<file path="src/rtl/ldm_stm_sequencer.sv">
// Block-transfer sequencer for LDM/STM (increment-after): walks a register list one
// register per cycle, driving register-file, PC and data-memory ports, then an optional base writeback.
module ldm_stm_sequencer #(
  parameter int N_REGS = 16
) (
  input  logic              clk,
  input  logic              rst,
  input  logic              start,
  input  logic              is_load,
  input  logic              wb,
  input  logic [3:0]        rn,
  input  logic [31:0]       base,
  input  logic [N_REGS-1:0] reglist,
  output logic              rf_we,
  output logic [3:0]        rf_wa,
  output logic [31:0]       rf_wd,
  output logic [3:0]        rf_ra,
  input  logic [31:0]       rf_rd,
  output logic              pc_we,
  output logic [31:0]       pc_wd,
  output logic [31:0]       mem_addr,
  output logic              mem_we,
  output logic [31:0]       mem_wd,
  input  logic [31:0]       mem_rd,
  output logic              busy,
  output logic              done
);

  typedef enum logic [1:0] {IDLE, XFER, WB, DONE} state_t;

  state_t            state, state_nxt;
  logic [N_REGS-1:0] pending, pending_nxt;
  logic [31:0]       addr, addr_nxt;
  logic              ld_q;
  logic              wb_q;   // writeback taken: wb requested and base not itself reloaded
  logic [3:0]        rn_q;
  logic [3:0]        cur;
  logic              last;

  always_comb begin
    cur = '0;
    for (int i = N_REGS - 1; i >= 0; i--) begin
      if (pending[i]) cur = 4'(i);
    end
  end

  assign last = ((pending & (pending - N_REGS'(1))) == '0);

  // NOTE: state registers use non-blocking assignments so every flop samples pre-edge values.
  always_ff @(posedge clk or posedge rst) begin
    if (rst) begin
      state   <= IDLE;
      pending <= '0;
      addr    <= '0;
      ld_q    <= 1'b0;
      wb_q    <= 1'b0;
      rn_q    <= '0;
    end else begin
      state   <= state_nxt;
      pending <= pending_nxt;
      addr    <= addr_nxt;
      if (state == IDLE && start) begin
        ld_q <= is_load;
        wb_q <= wb & ~(is_load & reglist[rn]);
        rn_q <= rn;
      end
    end
  end

  // NOTE: every signal gets a default before the case so no path can infer a latch.
  always_comb begin
    state_nxt   = state;
    pending_nxt = pending;
    addr_nxt    = addr;
    rf_we       = 1'b0;
    rf_wa       = '0;
    rf_wd       = '0;
    rf_ra       = '0;
    pc_we       = 1'b0;
    pc_wd       = '0;
    mem_addr    = '0;
    mem_we      = 1'b0;
    mem_wd      = '0;
    busy        = 1'b0;
    done        = 1'b0;

    unique case (state)
      IDLE: begin
        if (start) begin
          pending_nxt = reglist;
          addr_nxt    = base;
          state_nxt   = (reglist == '0) ? DONE : XFER;
        end
      end
      XFER: begin
        busy     = 1'b1;
        mem_addr = addr;
        if (ld_q) begin
          if (cur == 4'd15) begin
            pc_we = 1'b1;
            pc_wd = mem_rd;
          end else begin
            rf_we = 1'b1;
            rf_wa = cur;
            rf_wd = mem_rd;
          end
        end else begin
          rf_ra  = cur;
          mem_we = 1'b1;
          mem_wd = rf_rd;
        end
        pending_nxt[cur] = 1'b0;
        addr_nxt         = addr + 32'd4;
        if (last) state_nxt = wb_q ? WB : DONE;
      end
      WB: begin
        busy = 1'b1;
        if (rn_q == 4'd15) begin
          pc_we = 1'b1;
          pc_wd = addr;
        end else begin
          rf_we = 1'b1;
          rf_wa = rn_q;
          rf_wd = addr;
        end
        state_nxt = DONE;
      end
      DONE: begin
        done      = 1'b1;
        state_nxt = IDLE;
      end
    endcase
  end

endmodule

</file>
<file path="config.mk">
export PLATFORM = sky130hd
export DESIGN_NAME = ldm_stm_sequencer
export DESIGN_NICKNAME = d
export VERILOG_FILES = /design/src/rtl/ldm_stm_sequencer.sv
export SDC_FILE = /design/constraint.sdc
export NUM_CORES = 1
export LEC_CHECK = 0
export CAP_MARGIN = 10
export CORE_UTILIZATION = 44
export DETAILED_ROUTE_END_ITERATION = 6
export GPL_TIMING_DRIVEN = 0
export PLACE_DENSITY = 0.85
export SLEW_MARGIN = 20
export SYNTH_ARGS = -nofsm -noshare
export SYNTH_HDL_FRONTEND = slang
export SYNTH_SLANG_ARGS = --single-unit
</file>
<file path="constraint.sdc">
create_clock -name clk -period 7.34 [get_ports clk]
set_input_delay 1.468 -clock clk [delete_from_list [all_inputs] [get_ports clk]]
set_output_delay 1.468 -clock clk [all_outputs]
set_load 0.02 [all_outputs]
</file>
==> run metrics <==
outcome complete, no violations; hold wc startpoint wb_q; H-tree depth 2; RSZ-0062 raised after global routing false; CTS tree built; port bufs 261; Worst setup SP type register; final hold vios 0; Area Overhead vs Synth 59.9%; Hold Path End wb_q; Initial DRT Pass Iterations 6; Relative slew margins 0.406; Worst R2R Path Depth 9; # diodes 0; synthesized area 4980 µm²; Finished Layout Cells 1027; synth unique cells 70; worst hold path type reg -> reg; Hold Path Cell Cnt 2; Congestion Overflow GR 0; Crit path arrival time 3630 ps; Crit. End Element primary output; starting density of the core 0.455; vias in the first global route 6578; synth cell count leaders 68 x a32o_1, 60 x nand2_1, 59 x a21oi_1, 57 x and2_1, 56 x dfrtp_1; largest net degree at the start of global routing 57; max cap viols 0; final net count 1012; clk_skew 6.97 ps; Reg clk slew, reported paths 70 ps; CTS sink cnt 56; share of the synthesized area in the top cell type 0.281; total global-route track usage 0.421; gp weighted congestion 0.974; Post-synth top flop dfrtp_1; DR DRC count 0; Cells after Synth 617; Post-Syn Area per Cell 8.07 µm²; final period utilization 0.695; worst setup path category reg -> out; DRT antenna net count 0; min cycle time layout 5100 ps; CTS Buf Count 5; Setup crit start pending[7]; Slew @ Worst Pin 889 ps; Critical Path RT 5870 ps; DRT iter0 DRCs 991; Core Box Area 10900 µm²; Final Setup Violations 0; first-pass GRT wire length 37100 µm; post-CTS setup buffers 0; share of layout cells above drive strength 1 0.0586; biggest area consumer among synthesized cells dfrtp_1; Layout fillers 852; routed len/inst 24.5 µm; placed cells 1019; clk_lat worst skew 300 ps; Worst R2R Setup Slack 4180 ps; Pleak 0.00300 µW; number of synthesized flops with an enable pin 0; worst-path maximum fanout 10; setup TNS 0 ps; pwr dens 452 nW/µm²; Peak VDD IR 0.238 mV; top cells by area, synth dfrtp_1 28%, a32o_1 14%, and2_1 7.2%; slowest CP cell clkdlybuf4s50_1; Die H 108 µm; Mapped Nets 743; Avg Vias per Cell 6.67; RR Endpoint pending[6]; asr flop ratio synth 1.00; Rows 38; number of I/O pins 262; CP cell instances nor4_2, nand4_1, nor2_2, buf_2, a32o_1, clkdlybuf4s50_1; Post-CTS Resized 0; hold_buf cts 0; dpl ws 2720 ps; #FFs+latches synth 56; root buffer cell clkbuf_16; max frequency 196 MHz; initial antenna violation count 0; Routed Wire Length 25200 µm; CTS max path bufs 2; slowest stage delay, CP 640 ps; Slew Limit Fails 0; Power Total 3600 µW; Via Count 6850; sequential element share of the synthesized area 0.281; Die Area 11700 µm²; final hold slack 529 ps; top-count cell post-synth a32o_1; Yosys Warn Count 0; hpwl dp 18900 µm; min setup slack post-route 2240 ps; FF-to-FF Start state[1]; Die X 108 µm
==> power breakdown <==
| group | internal [µW] | switching (µW) | total, µW |
|---|---|---|---|
| Clock | 161 | 121 | 282 |
| Combinational | 1040 | 1550 | 2580 |
| Sequential | 461 | 270 | 731 |
==> cell usage in the layout (no fill, tap or decap), drive strengths merged, types with 6 or more instances in the layout <==
cell type      synthesis  layout
nand2                 62      62
clkdlybuf4s50          0     261
nor2                  49      49
clkbuf                40      46
and2                  57      57
and3                   8       8
o21ai                 26      26
o211ai                 6       6
a31oi                  8       8
a32o                  68      68
a21oi                 61      61
nor3                  10      10
inv                   21      21
dfrtp                 56      56
mux2                   8       8
nand4                 10      10
nor4                   9       9
a22o                   6       6
buf                   14      15
nand3                 17      17
o22ai                 13      13
==> final cells by class <==
class	instances	area, µm²	share of cell area
Buffer	57	295	0.0371
Timing Repair Buffer	262	2640	0.332
Multi-Input combinational cell	483	3210	0.403
Clock buffer	6	129	0.0162
Clock inverter	2	35.0	0.00440
Sequential cell	56	1400	0.176
Tap cell	140	175	0.0220
Inverter	21	81.3	0.0102
==> how the worst max path moves through the flow <==
| stage | endpoint | slack, ps |
|---|---|---|
| finish | pc_wd[20] | 2240 |
| global route | pc_wd[20] | 2180 |
| CTS | pc_wd[20] | 2380 |
| detailed placement | rf_wd[11] | 2720 |
| global placement | pc_wd[20] | 2750 |
| floorplan | rf_wd[11] | 3670 |
==> cells by family (layout without fill, tap and decap cells) <==
kind of cell | after synthesis | in the layout | share of synthesized area
muxes | 17 | 17 | 0.0462
and+or+nand+nor | 237 | 237 | 0.246
adders and majority gates | 5 | 5 | 0.0126
AOI/OAI and AO/OA | 224 | 224 | 0.339
buffers and inverters | 78 | 348 | 0.0751
DFF | 56 | 56 | 0.281
==> layer usage <==
metal / global-route usage / vias up / share of wire
met4: 0.155 / 0 / 0.037
met3: 0.107 / 90 / 0.13
met1: 0.557 / 3281 / 0.38
met2: 0.660 / 593 / 0.45
met5: 0 / - / 0
li1: - / 2886 / -
==> metrics by stage <==
stage | instance area, µm² | utilization
after detailed placement | 7800 | 0.713
final | 7960 | 0.728
after global placement | 7770 | 0.710
after CTS | 7960 | 0.728
after floorplan | 4980 | -
after global routing | 7960 | 0.728
==> flip-flops by register name (all words and copies together) (netlist names) <==
| signal | flops |
|---|---|
| ld_q | 1 |
| state | 2 |
| addr | 32 |
| rn_q | 4 |
| wb_q | 1 |
| pending | 16 |
==> worst max-delay path: cells and delay by family, from the launching register on <==
family | cells | cell delay, ps
AO/OA/AOI/OAI | 1 | 290
buffers and inverters | 2 | 1060
AND/OR/NAND/NOR | 3 | 1520
flip-flops | 1 | 460
(Power assumes the default switching activity.)
